`src/rtl/node_sequencer.sv`:
```
// Control stage for the node array: clears the accumulators, steps the shared input index,
// captures every node activation, then offers the captured vector over valid/ready.
module node_sequencer #(
  parameter int IMAGE_SIZE = 64,
  parameter int NUM_NODES  = 8
) (
  input  logic                    clk,
  input  logic                    n_rst,
  input  logic                    go,
  input  logic                    abort,
  output logic [6:0]              cnt_val,
  output logic                    acc_clr,
  output logic                    acc_hold,
  input  logic [16*NUM_NODES-1:0] node_out,
  output logic                    busy,
  output logic                    out_valid,
  input  logic                    out_ready,
  output logic [16*NUM_NODES-1:0] result
);

  typedef enum logic [2:0] {IDLE, CLEAR, ACCUM, CAPTURE, DONE} state_t;

  localparam logic [6:0] LAST_CNT = 7'(IMAGE_SIZE - 1);

  state_t      state_reg, state_next;
  logic [6:0]  cnt_reg, cnt_next;
  logic        capture_en;
  logic [15:0] result_reg [NUM_NODES];

  always_ff @(posedge clk or negedge n_rst) begin
    if (!n_rst) begin
      state_reg <= IDLE;
      cnt_reg   <= 7'd0;
    end else begin
      state_reg <= state_next;
      cnt_reg   <= cnt_next;
    end
  end

  always_comb begin
    state_next = state_reg;
    cnt_next   = cnt_reg;
    capture_en = 1'b0;
    case (state_reg)
      IDLE: begin
        cnt_next = 7'd0;
        if (go) state_next = CLEAR;
      end
      CLEAR: begin
        cnt_next   = 7'd0;
        state_next = ACCUM;
      end
      ACCUM: begin
        if (cnt_reg == LAST_CNT) begin
          cnt_next   = 7'd0;
          state_next = CAPTURE;
        end else begin
          cnt_next = cnt_reg + 7'd1;
        end
      end
      CAPTURE: begin
        capture_en = 1'b1;
        state_next = DONE;
      end
      DONE: begin
        if (out_ready) state_next = IDLE;
      end
      default: begin
        state_next = IDLE;
        cnt_next   = 7'd0;
      end
    endcase
    // Abort overrides everything outside IDLE, including a pending capture.
    if (state_reg != IDLE && abort) begin
      state_next = IDLE;
      cnt_next   = 7'd0;
      capture_en = 1'b0;
    end
  end

  always_ff @(posedge clk or negedge n_rst) begin
    if (!n_rst) begin
      for (int i = 0; i < NUM_NODES; i++) result_reg[i] <= 16'd0;
    end else if (capture_en) begin
      for (int i = 0; i < NUM_NODES; i++) result_reg[i] <= node_out[16*i +: 16];
    end
  end

  generate
    for (genvar gi = 0; gi < NUM_NODES; gi++) begin : g_result
      assign result[16*gi +: 16] = result_reg[gi];
    end
  endgenerate

  assign cnt_val   = cnt_reg;
  assign acc_clr   = (state_reg == CLEAR);
  assign acc_hold  = (state_reg != ACCUM);
  assign busy      = (state_reg != IDLE);
  assign out_valid = (state_reg == DONE);

endmodule

```
`config.mk`:
```
export PLATFORM = sky130hd
export DESIGN_NAME = node_sequencer
export DESIGN_NICKNAME = d
export VERILOG_FILES = /design/src/rtl/node_sequencer.sv
export SDC_FILE = /design/constraint.sdc
export NUM_CORES = 1
export LEC_CHECK = 0
export CAP_MARGIN = 20
export CORE_ASPECT_RATIO = 1.2
export CORE_MARGIN = 4
export CORE_UTILIZATION = 30
export CTS_CLUSTER_DIAMETER = 30
export DETAILED_ROUTE_END_ITERATION = 6
export GPL_ROUTABILITY_DRIVEN = 0
export HOLD_SLACK_MARGIN = 0.02
export PLACE_DENSITY = 0.7
export SYNTH_ARGS = -nofsm -noshare
export SYNTH_HDL_FRONTEND = slang
export SYNTH_SLANG_ARGS = --single-unit
```
`constraint.sdc`:
```
create_clock -name clk -period 2.8 [get_ports clk]
set_input_delay 0.42 -clock clk [delete_from_list [all_inputs] [get_ports clk]]
set_output_delay 0.42 -clock clk [all_outputs]
set_load 0.05 [all_outputs]
```
# ---- Yosys cells after proc, flatten, opt, wreduce, memory -nomap -nowiden
# Cells that the tools add are included.
dict set report word_totals {
  register_bits 138
  latchBits 0
  ram_bits 0
  romBits 0
  out_inout_bits 139
  word_cells 36
  mem_count 0
}
dict set report classes {
  addsub 1
  n_mul 0
  div_mod_pow 0
  n_lt_le_gt_ge 0
  n_eq_ne 10
  shifts 0
  n_mux 10
  bitwise 0
  n_reduce_logical 5
}
# operator n
set op_table {}
lappend op_table {{3-bit one-hot mux with 5 select lines} 1}
lappend op_table {{7-bit 2-to-1 mux} 2}
lappend op_table {{7-bit one-hot mux with 2 select lines} 1}
lappend op_table {{3-bit 2-to-1 mux} 4}
lappend op_table {{7-bit by 1-bit adder with 7-bit output (second input constant)} 1}
lappend op_table {{7-bit by 6-bit equality test with 1-bit output (second input constant)} 1}
lappend op_table {{3-bit by 2-bit equality test with 1-bit output (second input constant)} 2}
lappend op_table {{3-bit != test (second input constant)} 2}
lappend op_table {{3-bit by 1-bit equality test with 1-bit output (second input constant)} 1}
lappend op_table {{3-bit equality test (second input constant)} 1}
lappend op_table {{3-bit logical NOT} 1}
lappend op_table {{3-bit by 1-bit != test with 1-bit output (second input constant)} 1}
lappend op_table {{3-bit by 2-bit != test with 1-bit output (second input constant)} 1}
lappend op_table {{3-bit AND reduction} 1}
lappend op_table {{3-bit nonzero test} 1}
lappend op_table {{1-bit 2-to-1 mux} 2}
lappend op_table {{2-bit by 1-bit != test with 1-bit output (second input constant)} 1}
lappend op_table {{2-bit OR reduction} 1}
lappend op_table {{1-bit logical AND} 1}

# ---- Longest topological paths before layout
# Gate-level depths: netlist of the first run.
dict set report depth {
  depth_word 4
  depth_mapped 7
  ltp_nobuf 5
}

# ---- Worst setup path after synthesis of the first run
# OpenSTA, ideal clock, no wires.
dict set report synth_path {
  path_type {register to register}
  from {register cnt_reg[0] (netlist: cnt_val[0])}
  to {register state_reg[0]}
  t_arrival_ns 1.693
  path_slack_ns 1.021
  path_stages_with_launch 6
  synth_period_minus_slack_ns 1.779
  cell_sequence {dfrtp_1 > ha_1 > and4_1 > nand2_1 > o32a_1 > nor3_1}
}
dict set report synth_between {
  elab_chain_cells 3
}
# item line_no
set synth_lines {}
lappend synth_lines {{start, declared} 26} ;# logic [6:0] cnt_reg, cnt_next;
lappend synth_lines {{start signal, assigned} 36} ;# cnt_reg <= cnt_next;
lappend synth_lines {{7-bit by 6-bit equality test with 1-bit output} 54} ;# if (cnt_reg == LAST_CNT) begin
lappend synth_lines {{3-bit != test (no source line)} n/a}
lappend synth_lines {{3-bit AND reduction (no source line)} n/a}
lappend synth_lines {{end signal, assigned} 35} ;# state_reg <= state_next;
lappend synth_lines {{end, declared} 25} ;# state_t state_reg, state_next;
# Every way passes these cells.
# A chain may end at the register's enable or synchronous reset.

# ---- Worst setup path after layout of the first run
dict set report layout_path {
  from {register state_reg[0]}
  to {output acc_clr}
}
dict set report layout_between {
  elab_chain_cells 1
}
# item line_no
set layout_lines {}
lappend layout_lines {{3-bit by 1-bit equality test with 1-bit output} 96} ;# assign acc_clr = (state_reg == CLEAR);
lappend layout_lines {{end, declared} 12} ;# output logic acc_clr,
# Every way passes these cells.

==> results of run 1 <==
-- synthesized netlist by cell type (2+ instances only) --
cell type  count
a21oi_1        2
a21oi_2        2
buf_1          4
buf_2         23
clkbuf_1       2
dfrtp_1      138
inv_1          3
nand2_1      390
nand2b_1       3
nor2_1         9
nor3_1         3
o21ai_0        2
o21ai_1        2
o32a_1         2
-- metal layers --
layer | vias up | global-route usage
li1 | 2368 | -
met4 | 0 | 0.06485
met1 | 2224 | 0.1864
met2 | 141 | 0.2753
met5 | - | 0
met3 | 21 | 0.04491
-- metrics by stage --
| step | cell area, µm² | hold slack, ns | utilization |
|---|---|---|---|
| 2_1_floorplan | 5353 | 0.1244 | - |
| 3_3_place_gp | 8312 | 0.4523 | 0.4748 |
| 3_5_place_dp | 8312 | 0.4612 | 0.4748 |
| 4_1_cts | 8974 | 0.4763 | 0.5126 |
| 5_1_grt | 8974 | 0.4895 | 0.5126 |
| 6_report | 8974 | 0.4704 | 0.5126 |
-- power groups by stage --
stage,clock [mW],sequential [mW],combinational [mW]
CTS,2.53,3.37,6.38
global placement,0,3.36,6.32
detailed placement,0,3.38,6.36
finish,2.46,3.36,6.31
floorplan,0,6.45,0.887
global route,2.62,3.48,6.62
-- path summary, 6_finish.rpt --
path                       slack [ns]                startpoint                      end  cells past startpoint
min in group asynchronous        0.56                     n_rst   result[82]$_DFFE_PN0P_                      2
max in group asynchronous        1.45                     n_rst  result[116]$_DFFE_PN0P_                      3
setup / recovery                 0.26  state_reg[0]$_DFFE_PN0P_                  acc_clr                      3
setup reg to reg                 1.16  state_reg[0]$_DFFE_PN0P_   cnt_val[5]$_DFFE_PN0P_                      4
hold / removal                   0.47    result[26]$_DFFE_PN0P_   result[26]$_DFFE_PN0P_                      2
hold reg to reg                  0.47    result[26]$_DFFE_PN0P_   result[26]$_DFFE_PN0P_                      2
-- worst max-delay path, stage by stage, from the launching register on --
cell	delay, ns
dfrtp_1	0.58
nand2b_1	0.20
nor2_1	0.12
clkdlybuf4s50_1	0.81
-- what timing repair did --
item	in CTS	in global routing
resized for setup	0	0
hold buffers	1	0
endpoints found under the hold margin	13	0
-- cells by family (layout without fill, tap and decap cells) --
logic type | Yosys count | in the layout | synth area share
and+or+nand+nor | 411 | 411 | 0.2957
muxes | 1 | 1 | 0.002104
xor gates and xnor gates | 1 | 1 | 0.001637
AOI/OAI and AO/OA | 15 | 15 | 0.02314
buffers and inverters | 33 | 313 | 0.02992
DFF | 138 | 138 | 0.6452
adders and majority gates | 1 | 1 | 0.002337
-- cell type report --
cell class,instances,area share
flip-flops and latches,138,0.3848
repair buffers,278,0.3141
multi-input cells,429,0.1965
clock buffers,20,0.05201
well taps,220,0.03067
clock inverters,12,0.02064
inverters,3,0.001255
==> reports/metrics.yaml, run 1 <==
status: "completed"
synth_top_area_share: 0.6452
dr_wl_met2_um: 8362
place_hpwl_um: 11590
clock_sinks: 138
synth_seq_area_share: 0.6452
hold_viol: 0
start_kind: "flip-flop"
power.density_nw_per_um2: 1351
clockPowerShare: 0.203
layout_commonest_cell: "nand2_1"
stdcell_count: 1100
async_flop_share: 1.000
diodes: 0
critPathKind: "reg -> out"
synth_area_leaders: "dfrtp_1 65%, nand2_1 27%, buf_2 2.2%, nor2_1 0.63%, a31oi_4 0.40%"
cts.clk_slew.worst_paths_ns: 0.06
core-area_um2: 17510
cp.arrival_ns: 2.12
gr-usage-all-layers: 0.1600
port_buffers: 271
maxCapViolations: 0
cts_root_buf: "clkbuf_16"
nNetsFinal: 1001
fin_crit_ns: 2.538
seq_area_um2: 3453
antenna_found_initial: 0
pwr-share-seq: 0.277
syn_area_um2: 5353
area_growth_pct: 67.65
layout-drive-gt1-share: 0.05341
cts_setup_buffers: 0
cts_made_buffers: 17
synthFlopType: "dfrtp_1"
p_int_mw: 6.460
synth_fp_nets: 734
yosysWarnings: 0
ys_types: 29
max_freq_ghz: 0.3940
leakage_nw: 4.335
grt_max_degree: 101
drt-met1-wl_um: 6533
pwr-share-comb: 0.520
power_mw: 12.13
min_path_type: "reg -> reg"
post-route-drc-count: 0
grt_overflow: 0
via_per_inst: 4.322
avgSynthCellArea_um2: 8.921
critPathCaptureType: "output pin"
finalWirelength_um: 16230
place_inst: 1067
swShare: 0.4674
critPathMaxFanout: 10
vias: 4754
tightest_slew_ns: 0.6049
synth_area_leader_cell: "dfrtp_1"
cts_tree: "done"
grt_pass1_vias: 4562
critical_path_required_ns: 2.38
die_area_um2: 20050
die_w_um: 129.9
synth_edf_count: 0
highest_layer: "met4"
mostFrequentLayoutCells: "390 x nand2_1, 270 x clkdlybuf4s50_1, 138 x dfrtp_1"
routed-wl-met3_um: 924
finalCritPeriodShare: 0.9064
io_pins: 272
drtAntennaViolNets: 0
num_rows: 53
die_height_um: 154.3
fin_setup_tns_ns: 0
initial_core_util: 0.3057
drt_iter0_markers: 236
rsz0062_at_grt: "false"
setup_viol: 0
clock_path_buffers: 2
h-tree-depth: 4
worst_slack_ns: 0.2621
largest_reg_flops: 128
multi_input_area_um2: 1763
syn_inst: 600
wl_per_cell_um: 14.75
place_ws_ns: 0.6924
first_pass_iters: 5
slew_headroom: 0.5967
yosys_register_bits: 138
ir_drop_uv: 501.6
power.switching_mw: 5.668
skew_ns: 0.006557
grt_pass1_wl_um: 24920
clk_latency_ns: 0.41
slew_viol_final: 0
fillCellCount: 1602
Note: power is estimated with default switching activity, not from simulation.
==> run 2: changes to the inputs <==
- clock period: 2.8 -> 2.7 ns (I/O delays scaled with it)
==> reports/metrics.yaml, run 2 (synthesis results as in run 1) <==
status: "completed"
drt_iter0_markers: 256  # +8.5%
maxCapViolations: 0  # unchanged
crit_path_start: "state_reg[0]$_DFFE_PN0P_"
drtAntennaViolNets: 0  # unchanged
cts_made_buffers: 17  # unchanged
finalCritPeriodShare: 0.9340
grt_overflow: 0  # unchanged
grt_pass1_vias: 4715  # +3.4%
grt_max_degree: 101  # unchanged
start_kind: "flip-flop"
critical_path_required_ns: 2.30  # -0.08 ns
port_buffers: 271  # unchanged
power_mw: 12.55  # +3.5%
rsz0062_at_grt: "false"
min_path_type: "in -> async"
slew_headroom: 0.6041  # +0.007333
tightest_slew_ns: 0.5921  # -0.01285 ns
setup_viol: 0  # unchanged
first_pass_iters: 4  # -1
skew_ns: 0.007007  # +0.0004499 ns
io_pins: 272  # unchanged
finalWirelength_um: 16370  # +0.88%
cts_setup_buffers: 0  # unchanged
mostFrequentLayoutCells: "390 x nand2_1, 270 x clkdlybuf4s50_1, 138 x dfrtp_1"
fin_setup_tns_ns: 0  # unchanged
wl_per_cell_um: 14.85  # +0.69%
clk_latency_ns: 0.41  # about the same
path_cells: "nand2b_1 > nor2_1 > clkdlybuf4s50_1"
clock_path_buffers: 2  # unchanged
r2r-start: "state_reg[0]$_DFFE_PN0P_"
cp.arrival_ns: 2.12  # about the same
critPathMaxFanout: 10  # unchanged
clock_sinks: 138  # unchanged
nNetsFinal: 1002  # +0.10%
antenna_found_initial: 0  # unchanged
die_area_um2: 20050  # unchanged
pwr-share-comb: 0.522  # +0.002
gr-usage-all-layers: 0.1610  # +0.0009826
pwr-share-seq: 0.278  # about the same
power.density_nw_per_um2: 1399  # +3.5%
die_w_um: 129.9  # unchanged
place_hpwl_um: 11820  # +2.0%
cts_resized: 0  # unchanged
layout-drive-gt1-share: 0.05448  # +0.001074
fin_crit_ns: 2.522
fin_hold_ws_ns: 0.4455  # -0.02496 ns
r2r_end: "cnt_val[5]$_DFFE_PN0P_"
reg2reg_depth: 4  # unchanged
h-tree-depth: 4  # unchanged
rrSetupSlack_ns: 1.06  # -0.10 ns
max_freq_ghz: 0.3965
critPathCaptureType: "output pin"
cts_root_buf: "clkbuf_16"
die_height_um: 154.3  # unchanged
slowest_delay_ns: 0.81  # about the same
area_growth_pct: 67.63  # about the same
slew_viol_final: 0  # unchanged
power.switching_mw: 5.884  # +3.8%
post-route-drc-count: 0  # unchanged
swShare: 0.4687  # +0.001320
leakage_nw: 4.340  # +0.12%
ir_drop_uv: 588.0  # +17%
grt_pass1_wl_um: 25070  # +0.58%
critPathSlowestCell: "clkdlybuf4s50_1"
cts.clk_slew.worst_paths_ns: 0.06  # about the same
vias: 4750  # -0.084%
initial_core_util: 0.3057  # unchanged
largest_reg_flops: 128  # unchanged
layout_commonest_cell: "nand2_1"
clockPowerShare: 0.200  # -0.003
num_rows: 53  # unchanged
core-area_um2: 17510  # unchanged
cts_tree: "done"
critPathKind: "reg -> out"
p_int_mw: 6.670  # +3.3%
via_per_inst: 4.310  # -0.27%
hold_viol: 0  # unchanged
-- run 2: area by class of cell --
| class | instances | area (µm²) |
|---|---|---|
| fill | 1620 | 8534 |
| tap | 220 | 275.3 |
| antenna | 1 | 2.502 |
| multi-input combinational | 429 | 1763 |
| clock buffer | 19 | 452.9 |
| sequential | 138 | 3453 |
| inverter | 3 | 11.26 |
| timing repair buffer | 279 | 2826 |
| clock inverter | 13 | 187.7 |
-- run 2: power groups by stage --
stage | Combinational [mW] | Sequential, mW | Clock, mW
global route | 6.84 | 3.62 | 2.68
finish | 6.55 | 3.49 | 2.51
floorplan | 0.920 | 6.69 | 0
global placement | 6.55 | 3.49 | 0
detailed placement | 6.60 | 3.52 | 0
CTS | 6.61 | 3.51 | 2.59
-- run 2: how the worst max path moves through the flow --
| stage | slack (ns) | to | depth (start not counted) |
|---|---|---|---|
| after detailed placement | 0.61 | acc_clr | 3 |
| after CTS | 0.15 | acc_clr | 3 |
| final | 0.18 | acc_clr | 3 |
| after floorplan | 0.92 | state_reg[0]$_DFFE_PN0P_ | 5 |
| after global routing | 0.09 | acc_clr | 3 |
| after global placement | 0.62 | acc_clr | 3 |
-- run 2: stage by stage --
step,setup slack (ns),utilization,cells,cell area (µm²)
after floorplan,0.9208,-,600,5353
after global placement,0.6215,0.4752,1068,8319
after detailed placement,0.6064,0.4752,1068,8319
after CTS,0.1504,0.5124,1101,8970
after global routing,0.08884,0.5124,1101,8970
final,0.1781,0.5125,1102,8972
-- run 2: timing repair --
item / CTS / global route
hold buffers: 1 / 0
hold endpoints to repair: 31 / 0
setup endpoints to repair: 0 / 0
-- run 2: per-layer routing --
layer,vias up,routed length [µm],global-route usage
met3,22,931,0.04283
met2,139,8507,0.2787
li1,2372,-,-
met4,0,420,0.07178
met1,2217,6507,0.1846
met5,-,0,0
-- run 2: critical path, delay by kind of cell (launching register included) --
| kind | cells | cell delay (ns) |
|---|---|---|
| and+or+nand+nor | 2 | 0.31 |
| DFF | 1 | 0.58 |
| buffers and inverters | 1 | 0.81 |
==> run 3: changes to the inputs <==
- CTS_CLUSTER_DIAMETER: 30 -> 80
- REMOVE_ABC_BUFFERS: not set -> 1
==> reports/metrics.yaml, run 3 (synthesis results as in run 1) <==
swShare: 0.4700  # +0.001326
place_inst: 1072  # +0.37%
fin_util: 0.5142  # +0.001715
cts.clk_slew.worst_paths_ns: 0.05  # about the same
slowest_delay_ns: 0.81  # about the same
clock_sinks: 138  # unchanged
grt.busiest_layer: "met2"
critPathKind: "reg -> out"
cts_root_buf: "clkbuf_16"
critPathMaxFanout: 10  # unchanged
cp.arrival_ns: 2.12  # about the same
wl_per_cell_um: 14.33  # -3.5%
mostFrequentLayoutCells: "390 x nand2_1, 270 x clkdlybuf4s50_1, 138 x dfrtp_1"
slew_headroom: 0.6030  # -0.001036
ir_drop_uv: 520.9  # -11%
p_int_mw: 6.553  # -1.8%
setup_viol: 0  # unchanged
port_buffers: 271  # unchanged
hold_viol: 0  # unchanged
rrSetupSlack_ns: 1.02  # -0.04 ns
met3_usage: 0.04491  # +0.002073
power.switching_mw: 5.811  # -1.2%
power_mw: 12.36  # -1.5%
stdcell_count: 1104  # +0.18%
num_rows: 53  # unchanged
cts_setup_buffers: 0  # unchanged
hold_start: "result[8]$_DFFE_PN0P_"
rsz0062_at_grt: "false"
die_w_um: 129.9  # unchanged
fillCellCount: 1657  # +2.3%
finalWirelength_um: 15820  # -3.3%
fin_hold_ws_ns: 0.4676  # +0.02213 ns
place_hpwl_um: 11510  # -2.6%
fin_area_um2: 9002  # +0.33%
nNetsFinal: 1006  # +0.40%
status: "completed"
pwr-share-seq: 0.281  # +0.003
skew_ns: 0.008326  # +0.001319 ns
grt_max_degree: 56  # -45%
io_pins: 272  # unchanged
cts_made_buffers: 17  # unchanged
grtUsageMet2: 0.2635  # -0.01524
layout-drive-gt1-share: 0.05656  # +0.002078
critical_path_required_ns: 2.30  # about the same
slew_viol_final: 0  # unchanged
reg2reg_depth: 5  # +1
pwr-share-comb: 0.530  # +0.008
tightest_slew_ns: 0.5936  # +0.001550 ns
grt_overflow: 0  # unchanged
clockPowerShare: 0.189  # -0.011
drt_iter0_markers: 234  # -8.6%
via_per_inst: 4.368  # +1.3%
fin_crit_ns: 2.522  # +0.0003260 ns
hold_depth: 2
largest_reg_flops: 128  # unchanged
place_area_um2: 8399  # +0.96%
vias: 4822  # +1.5%
crit_path_start: "state_reg[0]$_DFFE_PN0P_"
initial_core_util: 0.3057  # unchanged
layout_commonest_cell: "nand2_1"
power.density_nw_per_um2: 1373  # -1.8%
grt_pass1_wl_um: 24840  # -0.91%
critPathCaptureType: "output pin"
first_pass_iters: 4  # unchanged
finalCritPeriodShare: 0.9341  # about the same
max_freq_ghz: 0.3965  # about the same
maxCapViolations: 0  # unchanged
gr-usage-all-layers: 0.1575  # -0.003488
clock_path_buffers: 2  # unchanged
r2r-start: "state_reg[0]$_DFFE_PN0P_"
die_area_um2: 20050  # unchanged
antenna_found_initial: 0  # unchanged
diodes: 0  # -1
gr-usage-met1: 0.1869  # +0.002289
h-tree-depth: 4  # unchanged
grt_pass1_vias: 4665  # -1.1%
cts_resized: 0  # unchanged
clk_latency_ns: 0.40  # about the same
hold_buffers: 1  # unchanged
core-area_um2: 17510  # unchanged
leakage_nw: 4.356  # +0.38%
area_growth_pct: 68.19
post-route-drc-count: 0  # unchanged
min_path_type: "reg -> reg"
drtAntennaViolNets: 0  # unchanged
path_cells: "nand2b_1 > nor2_1 > clkdlybuf4s50_1"
critPathSlowestCell: "clkdlybuf4s50_1"
cts_tree: "done"
die_height_um: 154.3  # unchanged
start_kind: "flip-flop"
-- run 3: cell type report --
| cell class | instances | area [µm²] | area share |
|---|---|---|---|
| flip-flops and latches | 138 | 3453 | 0.3836 |
| repair buffers | 283 | 2907 | 0.3229 |
| clock buffers | 19 | 442.9 | 0.04920 |
| clock inverters | 12 | 150.1 | 0.01668 |
| multi-input cells | 429 | 1763 | 0.1958 |
| inverters | 3 | 11.26 | 0.001251 |
| well taps | 220 | 275.3 | 0.03058 |
-- run 3: worst paths after layout --
kind                                      endpoint
setup / recovery                           acc_clr
hold / removal               result[8]$_DFFE_PN0P_
min in group asynchronous   result[56]$_DFFE_PN0P_
hold reg to reg              result[8]$_DFFE_PN0P_
setup reg to reg           result[125]$_DFFE_PN0P_
max in group asynchronous   result[31]$_DFFE_PN0P_
-- run 3: per-layer routing --
layer  part of all wire  vias up
met5                  0        -
met4              0.032        0
met3              0.070       31
met2               0.51      167
met1               0.39     2247
li1                   -     2377
-- run 3: power groups by stage --
stage / clock [mW] / combinational [mW] / sequential [mW]
4_1_cts: 2.42 / 6.62 / 3.49
6_report: 2.34 / 6.55 / 3.48
5_1_grt: 2.51 / 6.87 / 3.59
2_1_floorplan: 0 / 0.902 / 6.70
3_5_place_dp: 0 / 6.60 / 3.52
3_3_place_gp: 0 / 6.55 / 3.49
-- run 3: through the flow --
stage | setup TNS [ns] | setup slack, ns
after CTS | 0 | 0.1357
after detailed placement | 0 | 0.5830
after floorplan | -278.63 | -2.087
after global routing | 0 | 0.06440
final | 0 | 0.1778
after global placement | 0 | 0.5861
-- run 3: critical path: cells and delay by family (launching register included) --
family                 cells  cell delay [ns]
flip-flops                 1             0.57
AND/OR/NAND/NOR            2             0.33
buffers and inverters      1             0.81
